--- config.mk ---
export PLATFORM = sky130hd
export DESIGN_NAME = mux_2t1_5_flat
export DESIGN_NICKNAME = d
export VERILOG_FILES = /design/src/rtl/mux_2t1_5_if.sv /design/src/rtl/mux_2t1_5.sv /design/src/flat_wrapper.sv
export SDC_FILE = /design/constraint.sdc
export NUM_CORES = 1
export LEC_CHECK = 0
export ABC_AREA = 1
export CAP_MARGIN = 20
export CORE_AREA = 10 10 56 58
export CTS_CLUSTER_DIAMETER = 40
export DETAILED_ROUTE_END_ITERATION = 10
export DIE_AREA = 0 0 66 68
export GPL_ROUTABILITY_DRIVEN = 0
export PLACE_DENSITY_LB_ADDON = 0.2
export SYNTH_ARGS = -nofsm -noshare
export SYNTH_HDL_FRONTEND = slang
export SYNTH_SLANG_ARGS = --single-unit
export TNS_END_PERCENT = 100
--- constraint.sdc ---
create_clock -name clk -period 1.6 [get_ports clk]
set_clock_uncertainty 0.05 [all_clocks]
set_input_delay 0.24 -clock clk [delete_from_list [all_inputs] [get_ports clk]]
set_output_delay 0.24 -clock clk [all_outputs]
set_load 0.02 [all_outputs]
--- src/rtl/mux_2t1_5_if.sv ---
`timescale 1ns/1ps
`default_nettype none
// ============================================================================
// mux_2t1_5_if : signal bundle for the 2:1 mux with registered capture path
// Revision 1.0
// ============================================================================
interface mux_2t1_5_if #(
  parameter int W = 5
);
  logic [W-1:0] I0;
  logic [W-1:0] I1;
  logic         s;
  logic         en;
  logic [W-1:0] o;
  logic [W-1:0] o_q;
  logic         sel_q;
  logic         vld;
  logic [7:0]   sw_cnt;

  modport master (
    output I0, I1, s, en,
    input  o, o_q, sel_q, vld, sw_cnt
  );

  modport slave (
    input  I0, I1, s, en,
    output o, o_q, sel_q, vld, sw_cnt
  );
endinterface
`default_nettype wire

--- src/rtl/mux_2t1_5.sv ---
`timescale 1ns/1ps
`default_nettype none
// ============================================================================
// mux_2t1_5 : 2:1 mux with enabled capture register and select-change counter
// Revision 1.0
// ============================================================================
module mux_2t1_5 #(
  parameter int W = 5
) (
  input  logic        clk,
  input  logic        rst_n,
  mux_2t1_5_if.slave  bus
);

  localparam logic [7:0] C_CNT_MAX = 8'd255;

  logic [W-1:0] w_o;
  logic [W-1:0] r_o_q;
  logic         r_sel_q;
  logic         r_vld;
  logic [7:0]   r_sw_cnt;
  logic         w_sel_change;

  // An unknown select falls to the else branch, so o resolves to I0 in simulation.
  always_comb begin
    w_o = bus.I0;
    if (bus.s) begin
      w_o = bus.I1;
    end
  end

  assign w_sel_change = bus.en && (bus.s != r_sel_q);

  always_ff @(posedge clk or negedge rst_n) begin
    if (!rst_n) begin
      r_o_q    <= '0;
      r_sel_q  <= 1'b0;
      r_vld    <= 1'b0;
      r_sw_cnt <= 8'd0;
    end else begin
      r_vld <= bus.en;
      if (bus.en) begin
        r_o_q   <= w_o;
        r_sel_q <= bus.s;
      end
      if (w_sel_change && (r_sw_cnt != C_CNT_MAX)) begin
        r_sw_cnt <= r_sw_cnt + 8'd1;
      end
    end
  end

  assign bus.o      = w_o;
  assign bus.o_q    = r_o_q;
  assign bus.sel_q  = r_sel_q;
  assign bus.vld    = r_vld;
  assign bus.sw_cnt = r_sw_cnt;

endmodule
`default_nettype wire

--- src/flat_wrapper.sv ---
// flat-port wrapper written by rule: the top's interface ports become plain ports
module mux_2t1_5_flat 
#(
  parameter int W = 5
)
  (clk, rst_n, bus_I0, bus_I1, bus_s, bus_en, bus_o, bus_o_q, bus_sel_q, bus_vld, bus_sw_cnt);
  mux_2t1_5_if #(.W(W)) bus_i ();
  input  logic clk;
  input  logic rst_n;
  input wire logic [$bits(bus_i.I0)-1:0] bus_I0;
  input wire logic [$bits(bus_i.I1)-1:0] bus_I1;
  input wire logic [$bits(bus_i.s)-1:0] bus_s;
  input wire logic [$bits(bus_i.en)-1:0] bus_en;
  output wire logic [$bits(bus_i.o)-1:0] bus_o;
  output wire logic [$bits(bus_i.o_q)-1:0] bus_o_q;
  output wire logic [$bits(bus_i.sel_q)-1:0] bus_sel_q;
  output wire logic [$bits(bus_i.vld)-1:0] bus_vld;
  output wire logic [$bits(bus_i.sw_cnt)-1:0] bus_sw_cnt;
  assign bus_i.I0 = bus_I0;
  assign bus_i.I1 = bus_I1;
  assign bus_i.s = bus_s;
  assign bus_i.en = bus_en;
  assign bus_o = bus_i.o;
  assign bus_o_q = bus_i.o_q;
  assign bus_sel_q = bus_i.sel_q;
  assign bus_vld = bus_i.vld;
  assign bus_sw_cnt = bus_i.sw_cnt;
  mux_2t1_5 #(.W(W)) u_core (.clk(clk), .rst_n(rst_n), .bus(bus_i));
endmodule
## Yosys cells after proc, flatten, opt, wreduce, memory -nomap -nowiden

Cells that the tools add are included.
W data, S select, Z words.

- Register bits after elaboration: 15
- Input bits: 14
- Output and inout port bits: 20
- Logic and storage cells: 10

- Add/subtract/negate cells: 1
- Equal/unequal tests: 2
- Multiplexer cells: 1
- Reduce and logical (&&, ||, !) cells: 2

Operator list:

| kind | number |
|---|---|
| $add A8 B1 Y8 const B | 1 |
| $ne A8 B8 Y1 const B | 1 |
| $mux W5 | 1 |
| $logic_and A1 B1 Y1 | 2 |
| $ne A1 B1 Y1 | 1 |

## Logic depth before layout (Yosys ltp)

Gate-level depths: netlist of the first run.

- Depth in word-level cells: 3
- Depth in mapped cells: 8
- Gate-level depth less buffers: 8

## Worst setup path after synthesis of the first run

No wires, ideal clock.

- Path kind: reg2reg
- Start point: reg u_core.r_sw_cnt[1], in the netlist u_core.bus.sw_cnt[1]
- End point: reg u_core.r_sw_cnt[4], in the netlist u_core.bus.sw_cnt[4]
- Setup time: 0.117 ns
- Data arrival time: 1.205 ns
- Data required time: 1.433 ns
- Slack: 0.228 ns
- Cell stages (with the launch flop): 9
- Buffers on the path: 0
- Period minus slack after synthesis: 1.372 ns
- Cell sequence: dfrtp_1 ha_1 inv_1 nor2_4 nand2_2 nand2_4 inv_4 nand2_1 nand2_1

- Word-level cells in the longest chain between the ends: 2
- Elaborated cells on any way between the ends: 3
- Those cells by class: 1 x add/sub; 1 x eq/ne; 1 x reduce/logical

RTL lines:

| element | RTL line | RTL |
|---|---|---|
| from (decl) | mux_2t1_5.sv:21 | `logic [7:0] r_sw_cnt;` |
| from (signal assigned) | mux_2t1_5.sv:47 | `r_sw_cnt <= r_sw_cnt + 8'd1;` |
| branches (longest 2 deep; another with $add A8 B1 Y8) | n/a |  |

Several ways; the timed one is not identified.
A chain may end at the register's enable or synchronous reset.

## Worst setup path in the final report of the first run

- Start point: reg u_core.r_sw_cnt[2], in the netlist u_core.bus.sw_cnt[2]
- End point: out bus_sw_cnt[2]

RTL lines:

| element | RTL line | RTL |
|---|---|---|
| to (decl) | flat_wrapper.sv:18 | `output wire logic [$bits(bus_i.sw_cnt)-1:0] bus_sw_cnt;` |

No word-level cell between the ends.

==> impl_metrics.csv, run 1 <==
group,metric,value,unit
yosys,async_flop_share,100.0,%
routing,wl,2022,um
clock_tree,numClockSinks,15,
routing,drt_iter0_markers,20,
timing,slew_headroom,84.28,%
floorplanning,initial_utilization,39.22,%
min_path,hold_class,"primary input to asynchronous set/reset pin",
critical_path,cp_top_family,"buffers and inverters",
clock_tree,cts-buffers-inserted,3,
place,dp_hpwl,1637,um
critical_path,start_kind,"flop",
critical_path,crit_buf_inv,1,
critical_path,crit_required,1310,ps
routing,ant_nets,0,
final_layout,layout-drive-gt1-share,22.30,%
routing,drt-pass1-iter-count,4,
routing,routedWlPerCell,12.11,um
clock_tree,cts_setup_buffers,0,
yosys,ys_seq_elements,15,
power_and_ir_drop,p_sw,473.8,uW
floorplanning,io_pins,34,
clock_tree,post_cts_resized,28,
clock_tree,clk_pin_slew,90,ps
timing,finalWorstSetupSlack,56.93,ps
power_and_ir_drop,power_density,1039,nW/um^2
critical_path,cpPeakStageDelay,620,ps
yosys,synth_edf_count,0,
final_layout,final_area,1216,um^2
yosys,ys_warn_count,0,
critical_path,arrival,1250,ps
power_and_ir_drop,combPwrFrac,41.6,%
final_layout,nFillCells,195,
yosys,synthesis.area,825.8,um^2
critical_path,crit_path_end_kind,"output port",
flow_run,maxCapViolations,0,
yosys,synth_area_leaders,"dfrtp_1 (45%), nand2_1 (18%), mux2_2 (8.2%)",
power_and_ir_drop,pwr-share-seq,41.5,%
yosys,synthTopCellsByCount,"nand2_1 (40), dfrtp_1 (15), inv_1 (9), mux2_2 (6)",
clock_tree,cts_buffer_depth,2,
yosys,synth_top_area_share,45.45,%
power_and_ir_drop,ir_drop,0.7051,mV
timing,final_hold_viol_count,0,
place,post_dp_cell_area,1221,um^2
place,port_buffers,33,
yosys,avgSynthCellArea,8.426,um^2
global_routing,grt_pass1_wl,3346,um
global_routing,grt_use_total,9.434,%
yosys,synthCells,98,
yosys,synth_most_common_cell,"nand2_1",
final_layout,antenna_cells,0,
final_layout,layout.nets,155,
yosys,synthesis.nets,113,
routing,post-route-drc-count,0,
timing,rsz0062_at_grt,"false",
timing,fmax,0.6481,GHz
clock_tree,clock_latency,280,ps
floorplanning,die_w,66,um
floorplanning,fp.coreArea,2106,um^2
clock_tree,cts_root_buffer,"clkbuf_4",
global_routing,grt_overflow,0,
timing,drv_slew,0,
power_and_ir_drop,p_int,789.9,uW
timing,fin_crit,1543,ps
routing,vias,730,
clock_tree,htreeDepth,1,
power_and_ir_drop,switching_share,37.49,%
run_status,status,"finished clean",
final_layout,areaGrowthSynthToFinish,47.27,%
place,preCtsSetupSlack,-397.8,ps
critical_path,path_class,"flop to output port",
global_routing,grt_max_degree,16,
yosys,synth_top_area_cell,"dfrtp_1",
final_layout,ff_latch_area,375.4,um^2
timing,finalCritPeriodShare,96.44,%
global_routing,grt_pass1_vias,693,
critical_path,crit_chain,"clkdlybuf4s50_1",
global_routing,antenna_found_initial,0,
timing,worst_pin_slew,233.9,ps
timing,setup_viol,0,
clock_tree,cts_tree,"done",
clock_tree,cts_hold_buf,0,
power_and_ir_drop,p_leak,0.6009,nW
yosys,yosysSeqAreaShare,45.45,%
floorplanning,dieArea,4488,um^2
floorplanning,rows,17,
yosys,synthFlopType,"dfrtp_1",
critical_path,crit_slowest_cell,"clkdlybuf4s50_1",
floorplanning,die_y,68,um
routing,via_per_inst,4.371,
yosys,synth.distinct_cells,17,
critical_path,cp_max_fo,2,
final_layout,multiInputGateArea,395.4,um^2
power_and_ir_drop,clkPwrFrac,16.9,%
==> power groups by stage <==
| stage | clock network (mW) | registers [mW] | logic, mW |
|---|---|---|---|
| 3_5_place_dp | 0 | 0.533 | 0.573 |
| 4_1_cts | 0.225 | 0.526 | 0.535 |
| 6_report | 0.214 | 0.524 | 0.525 |
| 2_1_floorplan | 0 | 0.628 | 0.198 |
| 5_1_grt | 0.244 | 0.537 | 0.576 |
| 3_3_place_gp | 0 | 0.533 | 0.568 |
==> worst paths after layout <==
check                           cells after the start            startpoint  slack [ps]                   end
worst max-delay path                                1  u_core.bus.sw_cnt[2]          60         bus_sw_cnt[2]
worst min-delay path                                2                 rst_n         210  u_core.bus.sw_cnt[4]
worst max register to register                      8  u_core.bus.sw_cnt[0]         250  u_core.bus.sw_cnt[5]
worst min register to register                      1     u_core.bus.o_q[2]         460     u_core.bus.o_q[2]
max in group asynchronous                           2                 rst_n        1110     u_core.bus.o_q[1]
min in group clk                                    1                bus_en         450        u_core.bus.vld
==> stage by stage <==
step	TNS [ps]	hold slack [ps]	power, mW	utilization (%)	instances
after floorplan	0	-105.6	0.8264	-	98
final	0	212.3	1.264	57.75	167
after CTS	0	211.1	1.286	57.58	167
after global routing	0	253.3	1.357	57.75	167
after detailed placement	-2648	444.0	1.106	57.99	163
after global placement	-2214	437.1	1.101	57.99	163
==> state kept, by name, summed over array words and instances (netlist names) <==
name	cells
u_core.bus.sw_cnt	8
u_core.bus.o_q	5
u_core.bus.sel_q	1
u_core.bus.vld	1
==> cell usage in the layout, fill, tap and decap left out, types with 2 or more instances in the layout <==
cell              n
inv_1             9
clkdlybuf4s50_1  20
nand2_1          40
clkbuf_4          3
nand2_2           2
nor2_4            2
buf_2             5
nand3_1           3
mux2_2            6
dlygate4sd2_1     8
dfrtp_1          15
nor2_1            5
xnor2_1           2
buf_4             5
o21ai_0           2
o21ai_2           5
==> final cells by class <==
cell class	instances	share of cell area, %
Multi-Input combinational cell	71	32.51
Sequential cell	15	30.86
Timing Repair Buffer	39	28.29
Inverter	10	3.292
Tap cell	28	2.881
Clock buffer	4	2.160
==> kinds of logic after synthesis <==
kind of cell / Yosys count / share of synthesized area, %
XOR/XNOR: 3 / 3.182
adder cells (fa/ha/maj): 1 / 1.515
AND/OR/NAND/NOR: 54 / 28.48
multiplexers: 6 / 8.181
AO/OA/AOI/OAI: 7 / 6.515
buffers and inverters: 12 / 6.666
flip-flops: 15 / 45.45
==> metal layers <==
metal  track usage, %  up-vias  routed length [um]
met5                0        -                   0
met2            16.79       15                1031
met4            3.141        0                   0
met1            10.03      325                 843
met3            3.752        0                 147
li1                 -      390                   -
(Power assumes the default switching activity.)
==> run 2: changes to the inputs <==
--- a/config.mk
+++ b/config.mk
@@ -13,6 +13,7 @@
 export DIE_AREA = 0 0 66 68
 export GPL_ROUTABILITY_DRIVEN = 0
 export PLACE_DENSITY_LB_ADDON = 0.2
+export RECOVER_POWER = 25
 export SYNTH_ARGS = -nofsm -noshare
 export SYNTH_HDL_FRONTEND = slang
 export SYNTH_SLANG_ARGS = --single-unit
==> constraint.sdc (replaced) <==
create_clock -name clk -period 1.6 [get_ports clk]
set_clock_uncertainty 0.05 [all_clocks]
set_input_delay 0.48 -clock clk [delete_from_list [all_inputs] [get_ports clk]]
set_output_delay 0.48 -clock clk [all_outputs]
set_load 0.02 [all_outputs]
==> run 2 against run 1 <==
  * Combinational power grew 18%
  * Non-clock buffer count grew 10
  * Sequential power shrank 7.4%
  * Setup slack lost 14 ps
  * Critical path type is now primary input to output port
  * Critical endpoint is now bus_o[1]
  * Highest routed layer is now met4
==> impl_metrics.csv, run 2 (synthesis results as in run 1) <==
group,metric,value,unit
run_status,status,"finished clean",
floorplanning,die_y,68,um
critical_path,reg2reg_depth,9,
critical_path,ff2ff_setup_slack,190,ps
timing,fin_crit,1557,ps
place,dp_cells,170,
clock_tree,cts_hold_buf,0,
timing,setup_viol,0,
final_layout,layout_common_cells,"nand2_1 (39), dlygate4sd2_1 (21), dfrtp_1 (15)",
critical_path,reg2reg_to,"u_core.bus.sw_cnt[4]",
critical_path,cpPeakStageDelay,150,ps
power_and_ir_drop,p_leak,0.7006,nW
timing,slew_headroom,46.75,%
min_path,hp-start,"u_core.bus.o_q[1]",
timing,final_hold_viol_count,0,
critical_path,crit_chain,"buf_2 -> buf_6 -> o21ai_2 -> buf_6",
floorplanning,rows,17,
routing,routedWlPerCell,12.23,um
min_path,min_delay_path_depth,1,
clock_tree,cts_buffer_depth,2,
global_routing,grt_pass1_wl,3636,um
critical_path,arrival,1030,ps
routing,vias,810,
power_and_ir_drop,power_density,1018,nW/um^2
critical_path,start_kind,"primary input",
global_routing,grt_pass1_vias,801,
final_layout,largest_reg_flops,8,
timing,fmax,0.6423,GHz
clock_tree,cts-buffers-inserted,3,
global_routing,grt_overflow,0,
final_layout,layout.cells.non_filler,177,
place,port_buffers,33,
timing,rsz0062_at_grt,"false",
global_routing,grt_use_total,10.18,%
clock_tree,clock_latency,290,ps
routing,post-route-drc-count,0,
floorplanning,die_w,66,um
global_routing,antenna_found_initial,0,
routing,via_per_inst,4.576,
clock_tree,htreeDepth,1,
timing,hold_ws,458.9,ps
critical_path,path_class,"primary input to output port",
timing,finalWorstSetupSlack,42.98,ps
routing,drt_iter0_markers,34,
floorplanning,initial_utilization,39.22,%
floorplanning,dieArea,4488,um^2
final_layout,layout-drive-gt1-share,29.53,%
critical_path,crit_top_cell,"buf_6",
critical_path,crit_slowest_cell,"o21ai_2",
final_layout,layout.nets,165,
timing,drv_slew,0,
final_layout,areaGrowthSynthToFinish,59.24,%
final_layout,layout_commonest_cell,"nand2_1",
critical_path,cp_max_fo,5,
floorplanning,fp.coreArea,2106,um^2
timing,worst_pin_slew,798.8,ps
power_and_ir_drop,ir_drop,0.8311,mV
flow_run,maxCapViolations,0,
critical_path,crit_path_start,"bus_s",
global_routing,grt_max_degree,16,
min_path,hold_class,"flop to flop",
final_layout,antenna_cells,0,
routing,ant_nets,0,
critical_path,crit_required,1070,ps
critical_path,crit_path_end_kind,"output port",
clock_tree,cts_tree,"done",
place,preCtsSetupSlack,-852.7,ps
timing,finalCritPeriodShare,97.31,%
floorplanning,io_pins,34,
clock_tree,numClockSinks,15,
routing,wl,2165,um
routing,drt-pass1-iter-count,4,
clock_tree,cts_root_buffer,"clkbuf_4",
critical_path,worstReg2RegStart,"u_core.bus.sw_cnt[0]",
place,dp_hpwl,1685,um
min_path,min_to,"u_core.bus.o_q[1]",
clock_tree,clk_pin_slew,100,ps
==> run 2: timing repair <==
| action | 4_1_cts | 5_1_grt |
|---|---|---|
| pin swaps | 8 | 3 |
| endpoints found under the setup margin | 27 | 4 |
| gates cloned | 1 | 0 |
| buffers inserted | 2 | 0 |
| resized for setup | 63 | 4 |
==> run 2: how the worst max path moves through the flow <==
stage | cells past startpoint | to | slack (ps)
6_report | 4 | bus_o[1] | 40
2_1_floorplan | 2 | bus_o[0] | 180
5_1_grt | 4 | bus_o[4] | 1
3_3_place_gp | 5 | bus_o[2] | -830
3_5_place_dp | 5 | bus_o[2] | -850
4_1_cts | 4 | bus_o[2] | -180
==> run 2: metrics by stage <==
| step | util (%) | instance area, um^2 | power [mW] | TNS, ps |
|---|---|---|---|---|
| 3_5_place_dp | 60.49 | 1274 | 1.167 | -7232 |
| 2_1_floorplan | - | 825.8 | 0.8264 | 0 |
| 4_1_cts | 62.57 | 1318 | 1.357 | -181.2 |
| 6_report | 62.45 | 1315 | 1.338 | 0 |
| 3_3_place_gp | 60.49 | 1274 | 1.162 | -6722 |
| 5_1_grt | 62.45 | 1315 | 1.444 | 0 |
==> run 2: layout make-up <==
class,count,area (um^2)
Tap cell,28,35.03
Clock inverter,1,7.507
Timing Repair Buffer,49,429.2
Sequential cell,15,375.4
Inverter,10,40.04
Multi-Input combinational cell,71,405.4
Clock buffer,3,22.52
Fill cell,194,790.8
==> run 2: worst max-delay path: cells and delay by family <==
family          cells  cell delay [ps]
buf+inv             3              390
compound gates      1              150
==> run 2: per-layer routing <==
layer / up-vias / global-route usage [%] / wire (um)
li1: 407 / - / -
met1: 380 / 11.74 / 913
met2: 19 / 17.39 / 1095
met3: 4 / 2.936 / 130
met4: 0 / 4.188 / 25
met5: - / 0 / 0
==> run 2: report_power, final <==
part | switching (mW) | internal [mW]
registers | 0.0344 | 0.451
clock network | 0.136 | 0.0951
logic | 0.342 | 0.280
==> run 3: changes to the inputs <==
--- a/config.mk
+++ b/config.mk
@@ -14,6 +14,7 @@
 export GPL_ROUTABILITY_DRIVEN = 0
 export PLACE_DENSITY_LB_ADDON = 0.2
 export RECOVER_POWER = 25
+export SETUP_SLACK_MARGIN = 0.4
 export SYNTH_ARGS = -nofsm -noshare
 export SYNTH_HDL_FRONTEND = slang
 export SYNTH_SLANG_ARGS = --single-unit
==> run 3 against run 2 <==
  * Die area did not move
  * Highest routed layer unchanged
  * First-iteration DRC count fell by 12%
  * Critical endpoint is now bus_o[0]
  * Flip-flop and latch count did not move
  * Non-clock buffer count rose by 9
  * Cell area rose by 22%
  * Via count rose by 6.5%
  * Hold slack improved by 27 ps
  * Global-route usage rose by 1.7 points
  * Final cell count rose by 5.6%
  * Largest power group unchanged
  * Setup slack improved by 5.5 ps
  * Sequential power rose by 5.8%
==> impl_metrics.csv, run 3 (synthesis results as in run 1) <==
group,metric,value,unit
global_routing,grt_pass1_vias,919,
routing,vias,863,
global_routing,grt_pass1_wl,4153,um
final_layout,fin_util,75.88,%
routing,drt_iter0_markers,30,
clock_tree,cts_buffer_depth,2,
clock_tree,cts_root_buffer,"clkbuf_4",
floorplanning,rows,17,
routing,ant_nets,0,
clock_tree,clock_latency,290,ps
routing,drt-pass1-iter-count,4,
power_and_ir_drop,clkPwrFrac,13.8,%
power_and_ir_drop,ir_drop,0.9645,mV
timing,fmax,0.6445,GHz
timing,worst_pin_slew,804.2,ps
global_routing,grt_max_degree,16,
global_routing,grt_overflow,0,
global_routing,grt_use_total,11.88,%
critical_path,path_depth,4,
critical_path,reg2reg_depth,9,
critical_path,cpPeakStageDelay,190,ps
critical_path,crit_chain,"clkdlybuf4s15_1 -> inv_2 -> o21ai_4 -> buf_6",
final_layout,final_area,1598,um^2
critical_path,cp_max_fo,2,
power_and_ir_drop,p_int,1.018,mW
critical_path,crit_buf_inv,3,
timing,drv_slew,0,
power_and_ir_drop,combPwrFrac,54.3,%
final_layout,nFillCells,133,
routing,via_per_inst,4.615,
clock_tree,cts_hold_buf,0,
power_and_ir_drop,switching_share,36.66,%
floorplanning,die_w,66,um
clock_tree,cts-buffers-inserted,3,
power_and_ir_drop,p_sw,589.1,uW
critical_path,path_class,"primary input to output port",
final_layout,largest_reg_flops,8,
place,port_buffers,33,
place,post_dp_cell_area,1336,um^2
routing,wl,2515,um
global_routing,antenna_found_initial,0,
floorplanning,initial_utilization,39.22,%
min_path,min_delay_path_depth,1,
routing,routedWlPerCell,13.45,um
critical_path,arrival,1020,ps
place,dp_cells,169,
power_and_ir_drop,p_leak,0.7690,nW
place,dp_hpwl,1693,um
clock_tree,numClockSinks,15,
min_path,hold_class,"flop to flop",
final_layout,layout.nets,175,
routing,post-route-drc-count,0,
flow_run,maxCapViolations,0,
timing,hold_ws,486.2,ps
final_layout,layout_commonest_cell,"buf_6",
timing,setup_tns,0,ps
critical_path,crit_required,1070,ps
final_layout,layout_common_cells,"buf_6 (28), nand2_1 (25), nand2_2 (14), buf_4 (14), dfrtp_1 (11)",
critical_path,cp_top_family,"buffers and inverters",
timing,setup_viol,0,
floorplanning,dieArea,4488,um^2
timing,fin_crit,1552,ps
clock_tree,htreeDepth,1,
clock_tree,cts_tree,"done",
floorplanning,die_y,68,um
critical_path,crit_slowest_cell,"clkdlybuf4s15_1",
critical_path,crit_path_end_kind,"output port",
timing,rsz0062_at_grt,"true",
final_layout,layout.cells.non_filler,187,
final_layout,antenna_cells,0,
timing,final_hold_viol_count,0,
final_layout,layout-drive-gt1-share,59.75,%
final_layout,areaGrowthSynthToFinish,93.48,%
floorplanning,io_pins,34,
critical_path,start_kind,"primary input",
power_and_ir_drop,pwr-share-seq,31.9,%
power_and_ir_drop,power_density,1006,nW/um^2
floorplanning,fp.coreArea,2106,um^2
timing,finalCritPeriodShare,96.97,%
clock_tree,clk_pin_slew,90,ps
timing,slew_headroom,46.39,%
run_status,status,"finished clean",
-- run 3: cell count changes in the layout (fill, tap and decap cells not counted), sizes merged, moves of 2 or more --
cell | previous run | this run
buf | 21 | 45
clkbuf | 5 | 7
clkdlybuf4s15 | 1 | 4
dlygate4sd2 | 21 | 5
dlymetal6s2s | 2 | 0
-- run 3: area by class of cell --
class / instances / area (um^2) / area share [%]
timing repair buffer: 58 / 590.6 / 36.96
multi-input combinational: 72 / 520.5 / 32.58
sequential: 15 / 380.4 / 23.81
inverter: 10 / 45.04 / 2.819
tap: 28 / 35.03 / 2.193
clock buffer: 4 / 26.28 / 1.644
-- run 3: power groups by stage --
| stage | Sequential (mW) | Clock, mW | Combinational [mW] |
|---|---|---|---|
| after floorplan | 0.647 | 0 | 0.231 |
| after global placement | 0.500 | 0 | 0.709 |
| after detailed placement | 0.504 | 0 | 0.716 |
| after CTS | 0.513 | 0.226 | 0.842 |
| after global routing | 0.524 | 0.244 | 0.945 |
| final | 0.513 | 0.222 | 0.872 |
-- run 3: through the flow --
stage                     power [mW]  setup slack (ps)
after floorplan               0.8782             275.3
after global placement         1.210            -855.1
after detailed placement       1.220            -871.3
after CTS                      1.581             44.69
after global routing           1.714             18.39
final                          1.607             48.45
-- run 3: what timing repair did --
item / in CTS / in global routing
gates resized for setup: 162 / 19
setup buffers: 9 / 3
endpoints found under the setup margin: 34 / 29
pin swaps: 15 / 14
gates cloned: 2 / 0
-- run 3: path summary, 6_finish.rpt --
path / from / end / slack (ps)
max: bus_I0[0] / bus_o[0] / 50
min: u_core.bus.o_q[1] / u_core.bus.o_q[1] / 490
max reg2reg: u_core.bus.sw_cnt[0] / u_core.bus.sw_cnt[4] / 290
min reg2reg: u_core.bus.o_q[1] / u_core.bus.o_q[1] / 490
max in group asynchronous: rst_n / u_core.bus.sw_cnt[1] / 220
min in group asynchronous: rst_n / u_core.bus.sw_cnt[5] / 730
-- run 3: layer usage --
metal  wire length, um  share of wire [%]  track usage, %  vias to the layer above
met5                 0                  0               0                        -
met4                48                1.9           5.497                        0
met3               232                9.2           5.057                        4
met2              1206                 48           20.17                       28
met1              1027                 41           12.64                      400
li1                  -                  -               -                      431
